### src/rtl/inst_fetch.sv
// ----------------------------------------------------------------------------
// inst_fetch
//   Instruction-fetch stage: holds the PC, reads one 32-bit instruction per
//   fetch over a req/ack handshake, strobes the decoder for one cycle, then
//   waits for the execution stage before computing the next PC
//   (sequential, branch or jump; PC-relative, modulo 2^32).
//   Optional feature macro: FETCH_TIMEOUT_EN (adds a REQ watchdog and the
//   sticky o_fetch_fault output).
//   Revision: 1.0
// ----------------------------------------------------------------------------
`default_nettype none

module inst_fetch #(
  parameter logic [31:0] RESET_PC       = 32'h0000_0000,
  parameter int          TIMEOUT_CYCLES = 15
) (
  input  logic        clk,
  input  logic        rst_n,
  input  logic        i_start,
  output logic        o_imem_req,
  output logic [31:0] o_imem_addr,
  input  logic        i_imem_ack,
  input  logic [31:0] i_imem_rdata,
  output logic [31:0] o_inst,
  output logic        o_dec_en,
  output logic [31:0] o_pc,
  input  logic        i_exec_done,
  input  logic        i_branch_taken,
  input  logic [31:0] i_branch_offset,
  input  logic        i_jump_taken,
  input  logic [31:0] i_jump_offset,
  input  logic        i_halt,
  output logic        o_halted,
  output logic        o_misalign,
`ifdef FETCH_TIMEOUT_EN
  output logic        o_fetch_fault,
`endif
  output logic [31:0] o_inst_count
);

  localparam logic [31:0] C_EBREAK = 32'h0010_0073;

  typedef enum logic [2:0] {
    S_IDLE   = 3'd0,
    S_REQ    = 3'd1,
    S_STROBE = 3'd2,
    S_EXEC   = 3'd3,
    S_HALTED = 3'd4
  } state_t;

  state_t      r_state;
  logic [31:0] r_pc;
  logic [31:0] r_inst;
  logic        r_imem_req;
  logic        r_dec_en;
  logic        r_halted;
  logic        r_misalign;
  logic [31:0] r_inst_count;
  logic [31:0] w_target;

`ifdef FETCH_TIMEOUT_EN
  localparam int C_TW = (TIMEOUT_CYCLES < 2) ? 1 : $clog2(TIMEOUT_CYCLES + 1);
  // Last unacknowledged REQ cycle before the watchdog fires.
  localparam logic [C_TW-1:0] C_TO_LAST = C_TW'(TIMEOUT_CYCLES - 1);
  logic [C_TW-1:0] r_to_cnt;
  logic            r_fetch_fault;
  assign o_fetch_fault = r_fetch_fault;
`else
  // Without the watchdog the timeout parameter has no effect.
  if (TIMEOUT_CYCLES < 1) begin : g_timeout_inert
  end
`endif

  // Next-PC target: jump beats branch beats sequential; 32-bit wraparound.
  always_comb begin
    w_target = r_pc + 32'd4;
    if (i_jump_taken) begin
      w_target = r_pc + i_jump_offset;
    end else if (i_branch_taken) begin
      w_target = r_pc + i_branch_offset;
    end
  end

  // Fetch state machine with all outputs registered.
  always_ff @(posedge clk or negedge rst_n) begin
    if (!rst_n) begin
      r_state      <= S_IDLE;
      r_pc         <= RESET_PC;
      r_inst       <= '0;
      r_imem_req   <= 1'b0;
      r_dec_en     <= 1'b0;
      r_halted     <= 1'b0;
      r_misalign   <= 1'b0;
      r_inst_count <= '0;
`ifdef FETCH_TIMEOUT_EN
      r_to_cnt      <= '0;
      r_fetch_fault <= 1'b0;
`endif
    end else begin
      r_dec_en <= 1'b0;
      case (r_state)
        S_IDLE: begin
          if (i_start) begin
            r_state    <= S_REQ;
            r_imem_req <= 1'b1;
`ifdef FETCH_TIMEOUT_EN
            r_to_cnt   <= '0;
`endif
          end
        end
        S_REQ: begin
          if (i_imem_ack) begin
            r_inst       <= i_imem_rdata;
            r_imem_req   <= 1'b0;
            r_dec_en     <= 1'b1;
            r_inst_count <= r_inst_count + 32'd1;
            r_state      <= S_STROBE;
          end
`ifdef FETCH_TIMEOUT_EN
          else if (r_to_cnt == C_TO_LAST) begin
            // Memory never answered: give up and park the stage.
            r_fetch_fault <= 1'b1;
            r_halted      <= 1'b1;
            r_imem_req    <= 1'b0;
            r_state       <= S_HALTED;
          end else begin
            r_to_cnt <= r_to_cnt + 1'b1;
          end
`endif
        end
        S_STROBE: begin
          r_state <= S_EXEC;
        end
        S_EXEC: begin
          if (i_exec_done) begin
            if (i_halt || (r_inst == C_EBREAK)) begin
              r_halted <= 1'b1;
              r_state  <= S_HALTED;
            end else if (w_target[1:0] != 2'b00) begin
              // Unaligned target: keep the faulting PC visible.
              r_misalign <= 1'b1;
              r_halted   <= 1'b1;
              r_state    <= S_HALTED;
            end else begin
              r_pc       <= w_target;
              r_imem_req <= 1'b1;
              r_state    <= S_REQ;
`ifdef FETCH_TIMEOUT_EN
              r_to_cnt   <= '0;
`endif
            end
          end
        end
        S_HALTED: begin
          r_halted <= 1'b1;
        end
        default: begin
          r_state    <= S_IDLE;
          r_imem_req <= 1'b0;
        end
      endcase
    end
  end

  assign o_imem_req   = r_imem_req;
  assign o_imem_addr  = r_pc;
  assign o_inst       = r_inst;
  assign o_dec_en     = r_dec_en;
  assign o_pc         = r_pc;
  assign o_halted     = r_halted;
  assign o_misalign   = r_misalign;
  assign o_inst_count = r_inst_count;

endmodule

`default_nettype wire

### config.mk
export PLATFORM = sky130hd
export DESIGN_NAME = inst_fetch
export DESIGN_NICKNAME = d
export VERILOG_FILES = /design/src/rtl/inst_fetch.sv
export SDC_FILE = /design/constraint.sdc
export NUM_CORES = 1
export LEC_CHECK = 0
export BUFFER_PORTS_ARGS = -buffer_cell sky130_fd_sc_hd__clkbuf_2
export CAP_MARGIN = 10
export CORE_MARGIN = 2
export CORE_UTILIZATION = 45
export CTS_CLUSTER_SIZE = 20
export DETAILED_ROUTE_END_ITERATION = 10
export PLACE_DENSITY = 0.72
export SLEW_MARGIN = 20
export SYNTH_ARGS = -nofsm -noshare
export SYNTH_HDL_FRONTEND = slang
export SYNTH_SLANG_ARGS = --single-unit
### constraint.sdc
create_clock -name clk -period 4.8 [get_ports clk]
set_clock_uncertainty 0.2 [all_clocks]
set_input_delay 0.72 -clock clk [delete_from_list [all_inputs] [get_ports clk]]
set_output_delay 0.72 -clock clk [all_outputs]
set_load 0.02 [all_outputs]
After elaboration in Yosys (flattened, before gate mapping)
Index checks and enable logic that the tools add are counted.

word-level totals
  register bits after elaboration = 103
  logic and storage cells = 58
  output and inout port bits = 132

cells by class
  bitwise logic cells = 4
  reduce and logical (&&, ||, !) cells = 11
  muxes and demuxes = 20
  eq/ne operators = 11
  $add $sub $neg = 4

operators with widths
  cell                     count
  $add A32 B32 Y32         2
  $mux W32                 2
  $add A32 B1 Y32 const B  1
  $add A32 B3 Y32 const B  1
  $eq A32 B21 Y1 const B   1
  $mux W3                  5
  $pmux W3 S5              1
  $reduce_and A4 Y1        3
  $mux W1                  10
  $ne A2 B2 Y1 const B     5
  $eq A3 B2 Y1 const B     2
  $reduce_and A6 Y1        1
  $not A1 Y1               4
  $pmux W1 S4              1
  $reduce_bool A2 Y1       2
  $eq A3 B1 Y1 const B     1
  $eq A3 B3 Y1 const B     1
  $logic_not A3 Y1         1
  $ne A3 B3 Y1 const B     1
  $reduce_and A3 Y1        1
  $pmux W1 S2              1
  $reduce_and A2 Y1        1
  $reduce_or A2 Y1         1
  $logic_or A1 B1 Y1       1

Logic depth before layout (Yosys ltp)
Gate-level depths: netlist of run 1.

  depth after elaboration = 8
  mapped depth = 12

Worst setup path before layout of run 1
No wires, ideal clock.

  kind = input -> register
  start point = in i_jump_offset[0]
  end point = reg r_pc[28], in the netlist o_imem_addr[28]
  path buffers = 0
  cell stages on the path = 12
  arrival time = 3041 ps
  setup slack = 1417 ps
  cells stage by stage = ha_1 > fa_1 > a21o_1 > a221oi_2 > a21o_1 > o2bb2ai_2 > o31a_2 > o21ai_2 > a31oi_1 > xnor2_1 > a221oi_1 > a31oi_1

between the ends
  longest elaborated chain between the ends = 5

ends and longest elaborated chain
  element                      line  text
  start: declaration           31    input logic [31:0] i_jump_offset,
  $add A32 B32 Y32 (*)         78    w_target = r_pc + i_jump_offset;
  $mux W32 (*)                 77    if (i_jump_taken) begin
  $reduce_bool A2 Y1           139   end else if (w_target[1:0] != 2'b00) begin
  $not A1 Y1 (no line)         --
  $reduce_and A4 Y1 (no line)  --
  end signal: assignment       145   r_pc <= w_target;
  end: declaration             52    logic [31:0] r_pc;

Every way passes the cells marked *; elsewhere a longest branch is shown, timed or not.
A chain may end at the register's enable or synchronous reset.

Worst setup path in the final report of run 1
  start point = reg r_pc[4], in the netlist o_imem_addr[4]
  end point = reg r_pc[19], in the netlist o_imem_addr[19]

between the ends
  longest elaborated chain between the ends = 3

ends and longest elaborated chain
  element                                                     line    text
  $add A32 B3 Y32 / $add A32 B32 Y32 (equally long branches)  76, 80
  $mux W32                                                    79      end else if (i_branch_taken) begin
  $mux W32 (*)                                                77

Marks and branches as above.

==> results of run 1 <==
[final timing paths]
check                                             startpoint                            to  slack (ns)
worst min-delay path                                   rst_n        o_inst[10]$_DFFE_PN0P_        0.20
worst max-delay path              o_imem_addr[4]$_DFFE_PN0P_   o_imem_addr[19]$_DFFE_PN0P_        1.22
min in group clk                o_inst_count[31]$_DFFE_PN0P_  o_inst_count[31]$_DFFE_PN0P_        0.27
worst min register to register  o_inst_count[31]$_DFFE_PN0P_  o_inst_count[31]$_DFFE_PN0P_        0.27
max in group asynchronous                              rst_n   o_inst_count[2]$_DFFE_PN0P_        3.36
worst max register to register    o_imem_addr[4]$_DFFE_PN0P_   o_imem_addr[19]$_DFFE_PN0P_        1.22
[where the power goes]
part           leakage, nW  internal, mW  total [mW]  switching [mW]
registers             1.29          1.17        1.67           0.499
logic                 3.34          1.63        3.86            2.23
clock network        0.155         0.381       0.773           0.392
total                 4.78          3.18        6.30            3.12
[final cells by class]
class | instances | area [µm²]
Antenna cell | 1 | 2.50
Clock buffer | 9 | 225
Clock inverter | 7 | 91.3
Fill cell | 1742 | 8640
Inverter | 12 | 45.0
Multi-Input combinational cell | 789 | 5470
Sequential cell | 103 | 2580
Tap cell | 234 | 293
Timing Repair Buffer | 242 | 1230
[cell usage after synthesis, types with 7 or more instances]
library cell | instances | area [µm²]
inv_1 | 12 | 45.0
xnor2_1 | 75 | 657
a31oi_1 | 7 | 43.8
a21oi_1 | 79 | 395
nor2b_1 | 9 | 56.3
buf_4 | 32 | 240
a21o_1 | 31 | 233
xor2_1 | 30 | 263
a211oi_1 | 20 | 150
o21a_1 | 8 | 60.1
nand3_1 | 37 | 185
clkbuf_1 | 27 | 101
mux2_2 | 35 | 394
nor2_1 | 85 | 319
nand2b_1 | 11 | 68.8
nand2_1 | 89 | 334
dfrtp_1 | 103 | 2580
ha_1 | 64 | 801
and2_1 | 7 | 43.8
nor3_1 | 11 | 55.1
and3_1 | 16 | 100
nand4_1 | 18 | 113
o21ai_0 | 46 | 230
[flip-flops by register name (all words and copies together) (netlist names)]
name and flops:
o_imem_addr 32, o_inst 32, o_inst_count 32, r_state 3
o_dec_en 1, o_halted 1, o_imem_req 1, o_misalign 1
[cell families (layout without fill, tap and decap cells)]
logic type / count (synthesis) / after routing / synth area share (%)
adders and majority gates: 66 / 66 / 9.94
and+or+nand+nor: 316 / 316 / 17.9
xor gates and xnor gates: 105 / 105 / 10.9
muxes: 40 / 40 / 5.25
other: 0 / 1 / 0
buffers and inverters: 77 / 270 / 4.87
DFF: 103 / 103 / 30.5
AOI/OAI and AO/OA: 262 / 262 / 20.7
[worst max-delay path: cells and delay by family (launching register included)]
family / cells / cell delay, ns
AO/OA/AOI/OAI: 9 / 2.26
flip-flops: 1 / 0.53
adder cells (fa/ha/maj): 1 / 0.43
XOR/XNOR: 1 / 0.09
[cells in the final DEF (no fill, tap or decap), types with 8 or more instances in the layout]
master and count:
inv_1 12, o21a_1 8, ha_1 64, clkbuf_16 9, xnor2_1 75, a21o_1 31
nor2_1 84, nor2b_1 9, and3_1 16, nand3_1 37, nand2b_1 11, clkbuf_2 234
dfrtp_1 103, a21oi_1 79, o21ai_0 46, nand2_1 89, nand4_1 18, a211oi_1 20
xor2_1 30, nor3_1 11, mux2_2 35
[metal layers]
| layer | global-route usage (%) | up-vias |
|---|---|---|
| met5 | 0 | - |
| met4 | 6.68 | 0 |
| met3 | 3.57 | 31 |
| met2 | 37.9 | 205 |
| met1 | 32.0 | 3654 |
| li1 | - | 3886 |
[stage by stage]
| step | worst slack [ns] | hold WS [ns] | cells | utilization [%] | instance area, µm² |
|---|---|---|---|---|---|
| after global routing | 0.992 | 0.261 | 1397 | 53.5 | 9940 |
| after detailed placement | 0.978 | 0.254 | 1380 | 51.8 | 9620 |
| after CTS | 1.21 | 0.274 | 1396 | 53.5 | 9940 |
| after floorplan | 1.42 | 0.224 | 969 | - | 8460 |
| final | 1.22 | 0.205 | 1397 | 53.5 | 9940 |
| after global placement | 1.13 | 0.245 | 1380 | 51.8 | 9620 |
==> flow_metrics.env, run 1 <==
export IMPL_crit_type="reg2reg"
export IMPL_gp_congestion=0.975
export IMPL_timing_final_crit_share_pct=74.7
export IMPL_leakage_nw=4.78
export IMPL_cts_buffers=9
export IMPL_async_flop_share_pct=100
export IMPL_cp_arrival_ns=3.68
export IMPL_synth_seq_cells=103
export IMPL_cts_root_buf="clkbuf_16"
export IMPL_syn_nets=1139
export IMPL_reg2reg_depth=11
export IMPL_h_tree_depth=3
export IMPL_port_buffers=235
export IMPL_syn_inst=969
export IMPL_fin_crit_ns=3.58
export IMPL_clock_sinks=103
export IMPL_critPathMaxStageDelay_ns=0.53
export IMPL_highest_layer="met4"
export IMPL_setup_tns_ns=0
export IMPL_crit_path_cell_trace="ha_1 -> a211oi_2 -> o211ai_1 -> a21oi_2 -> a21oi_2 -> a2111oi_0 -> o21bai_1 -> a21oi_1 -> xor2_1 -> a2111oi_0 -> a211o_1"
export IMPL_remaining_drc_errors=0
export IMPL_avgSynthCellArea_um2=8.73
export IMPL_cts_buffer_depth=2
export IMPL_hold_path_class="in2async"
export IMPL_cp_slowest_cell="dfrtp_1"
export IMPL_dp_final_hpwl_mm=18.0
export IMPL_postCtsSetupRepairBufs=0
export IMPL_via_per_inst=5.57
export IMPL_finalSetupViolCount=0
export IMPL_wl_met2_mm=10.8
export IMPL_ys_seq_area_share_pct=30.5
export IMPL_area_delta_synth_final_pct=17.5
export IMPL_run_status="finished, final reports clean"
export IMPL_drive_gt1_share_pct=27.4
export IMPL_routed_wl_mm=23.1
export IMPL_grt_pass1_wl_mm=37.4
export IMPL_grtUsageTotal_pct=23.2
export IMPL_wire_per_inst_um=16.5
export IMPL_die_area_um2=19900
export IMPL_ctsResizeCount=0
export IMPL_rows=50
export IMPL_ioPinCount=236
export IMPL_ctsHoldBuffers=0
export IMPL_drv_slew=0
export IMPL_drv_cap=0
export IMPL_max_slew_margin_rel_pct=51.3
export IMPL_max_vdd_ir_drop_uv=291
export IMPL_cts_tree="done"
export IMPL_power_density_nw_per_um2=634
export IMPL_hold_viol_final=0
export IMPL_synth_area_um2=8460
export IMPL_wl_met3_mm=1.06
export IMPL_clkTransAtPathRegs_ns=0.08
export IMPL_rsz0062_at_grt="no"
export IMPL_clk_latency_ns=0.36
export IMPL_initial_utilization_pct=45.5
export IMPL_drt_met1_wl_mm=10.8
export IMPL_gr_total_overflow=0
export IMPL_synth_edf_count=0
export IMPL_ys_types=72
export IMPL_critPathLaunchType="register"
export IMPL_nets=1327
export IMPL_antenna_found_initial=1
export IMPL_fmax_mhz=279
export IMPL_cp_required_ns=4.90
export IMPL_synth_ff_type="dfrtp_1"
export IMPL_vias=7776
export IMPL_ant_nets=0
export IMPL_p_total_mw=6.30
export IMPL_grt_start_max_net_pins=78
export IMPL_yosys_warnings=0
export IMPL_die_w_um=141
export IMPL_path_max_fanout=9
export IMPL_drt_first_pass_iters=6
export IMPL_worstMarginPinSlew_ns=0.731
export IMPL_die_h_um=141
export IMPL_drt_iter0_drc=531
export IMPL_core_um2=18600
export IMPL_grt_pass1_vias=7338
export IMPL_endpoint_kind="register"
Note: power is estimated with default switching activity, not from simulation.
==> inputs of run 2 (changes only) <==
==> constraint.sdc (replaced) <==
create_clock -name clk -period 3.65 [get_ports clk]
set_clock_uncertainty 0.2 [all_clocks]
set_input_delay 0.5475 -clock clk [delete_from_list [all_inputs] [get_ports clk]]
set_output_delay 0.5475 -clock clk [all_outputs]
set_load 0.02 [all_outputs]
==> run 2 against run 1 <==
  * Clock-buffer cell count is the same
  * Cell count grew 1.5%
  * Global-route usage grew 0.22 points
  * Die area is the same
  * Cell area grew 1.7%
  * Via count grew 2.0%
  * First-iteration DRC count shrank 19%
  * Fmax grew 4.0%
  * Highest routed layer unchanged
  * Sequential power grew 22%
  * Clock power grew 33%
  * Critical endpoint is now o_imem_addr[28]$_DFFE_PN0P_
  * Routed wire length grew 1.9%
==> flow_metrics.env, run 2 (same netlist as run 1, synthesis figures left out) <==
export IMPL_run_status="finished, final reports clean"
export IMPL_setup_ws_ns=0.204
export IMPL_place_ws_ns=0.0469
export IMPL_rsz0062_at_grt="no"
export IMPL_dp_final_hpwl_mm=18.5
export IMPL_ant_nets=0
export IMPL_grtUsageTotal_pct=23.4
export IMPL_max_slew_margin_rel_pct=57.0
export IMPL_cts_buffers=9
export IMPL_initial_utilization_pct=45.5
export IMPL_gp_congestion=0.911
export IMPL_endpoint_kind="register"
export IMPL_hold_path_class="in2async"
export IMPL_clk_latency_ns=0.36
export IMPL_crit_type="reg2reg"
export IMPL_layout_cells_non_filler=1418
export IMPL_wire_per_inst_um=16.6
export IMPL_grt_pass1_wl_mm=37.5
export IMPL_clkTransAtPathRegs_ns=0.09
export IMPL_worstMarginPinSlew_ns=0.645
export IMPL_via_per_inst=5.59
export IMPL_drv_cap=0
export IMPL_wl_met3_mm=1.14
export IMPL_rows=50
export IMPL_cts_tree="done"
export IMPL_die_h_um=141
export IMPL_die_w_um=141
export IMPL_fin_hold_ws_ns=0.0167
export IMPL_leakage_nw=4.88
export IMPL_fmax_mhz=290
export IMPL_die_area_um2=19900
export IMPL_drive_gt1_share_pct=28.7
export IMPL_drt_first_pass_iters=5
export IMPL_wl_met2_mm=11.3
export IMPL_routed_wl_mm=23.5
export IMPL_layout_common_cells="clkbuf_2, dfrtp_1, nand2_1, nor2_1, a21oi_1"
export IMPL_ioPinCount=236
export IMPL_cts_buffer_depth=2
export IMPL_cp_required_ns=3.68
export IMPL_clock_sinks=103
export IMPL_vias=7929
export IMPL_drv_slew=0
export IMPL_design_area_um2=10100
export IMPL_finalSetupViolCount=0
export IMPL_max_vdd_ir_drop_uv=351
export IMPL_critPathLaunchType="register"
export IMPL_antenna_found_initial=1
export IMPL_grt_start_max_net_pins=45
export IMPL_path_max_fanout=6
export IMPL_remaining_drc_errors=0
export IMPL_fin_crit_ns=3.45
export IMPL_cp_arrival_ns=3.48
export IMPL_fill_cells=1801
export IMPL_gr_total_overflow=0
export IMPL_postCtsSetupRepairBufs=0
export IMPL_setup_tns_ns=0
export IMPL_final_util_pct=54.4
export IMPL_h_tree_depth=3
export IMPL_final_common_cell="clkbuf_2"
export IMPL_power_density_nw_per_um2=838
export IMPL_nets=1348
export IMPL_highest_layer="met4"
export IMPL_grt_pass1_vias=7394
export IMPL_cts_root_buf="clkbuf_16"
export IMPL_place_detailed_instances=1401
export IMPL_p_total_mw=8.47
export IMPL_drt_iter0_drc=428
export IMPL_timing_final_crit_share_pct=94.4
export IMPL_port_buffers=235
export IMPL_area_delta_synth_final_pct=19.5
export IMPL_core_um2=18600
export IMPL_drt_met1_wl_mm=10.7
export IMPL_placed_area_um2=9780
export IMPL_hold_viol_final=0
## run 2: repair_timing
| action | 4_1_cts | 5_1_grt |
|---|---|---|
| setup endpoints to repair | 0 | 2 |
| resized for setup | 0 | 2 |
| hold buffers | 0 | 0 |
## run 2: report_power, final
group | switching (mW) | total, mW | internal [mW]
clock network | 0.526 | 1.03 | 0.501
logic | 3.12 | 5.40 | 2.28
registers | 0.506 | 2.04 | 1.54
## run 2: worst max-delay path, cell delays in order (launching register included)
cell,delay [ns]
dfrtp_1,0.46
ha_1,0.26
fa_1,0.43
a21o_1,0.24
a221oi_4,0.28
a21o_1,0.23
o2bb2ai_2,0.17
o31a_2,0.24
o21ai_2,0.10
a31oi_1,0.21
xnor2_1,0.09
a221oi_1,0.30
a31oi_1,0.12
## run 2: metal layers
| metal | up-vias | GRT usage [%] |
|---|---|---|
| li1 | 3927 | - |
| met1 | 3740 | 31.3 |
| met2 | 231 | 39.7 |
| met3 | 31 | 4.14 |
| met4 | 0 | 5.37 |
| met5 | - | 0 |
## run 2: final timing paths
check / startpoint / end / slack (ns) / cells after the start
setup / recovery: o_imem_addr[0]$_DFFE_PN0P_ / o_imem_addr[28]$_DFFE_PN0P_ / 0.20 / 12
min in group clk: i_imem_rdata[24] / o_inst[24]$_DFFE_PN0P_ / 0.22 / 2
setup reg to reg: o_imem_addr[0]$_DFFE_PN0P_ / o_imem_addr[28]$_DFFE_PN0P_ / 0.20 / 12
hold / removal: rst_n / o_imem_addr[7]$_DFFE_PN0P_ / 0.02 / 1
max in group asynchronous: rst_n / o_inst[27]$_DFFE_PN0P_ / 2.36 / 2
hold reg to reg: o_inst_count[31]$_DFFE_PN0P_ / o_inst_count[31]$_DFFE_PN0P_ / 0.27 / 1
## run 2: layout make-up
cell class	count	area, µm²	share of cell area, %
Multi-Input combinational cell	789	5490	54.3
Sequential cell	103	2580	25.5
Timing Repair Buffer	263	1390	13.7
Tap cell	234	293	2.90
Clock buffer	9	225	2.23
Clock inverter	7	93.8	0.928
Inverter	12	45.0	0.445
Antenna cell	1	2.50	0.0247
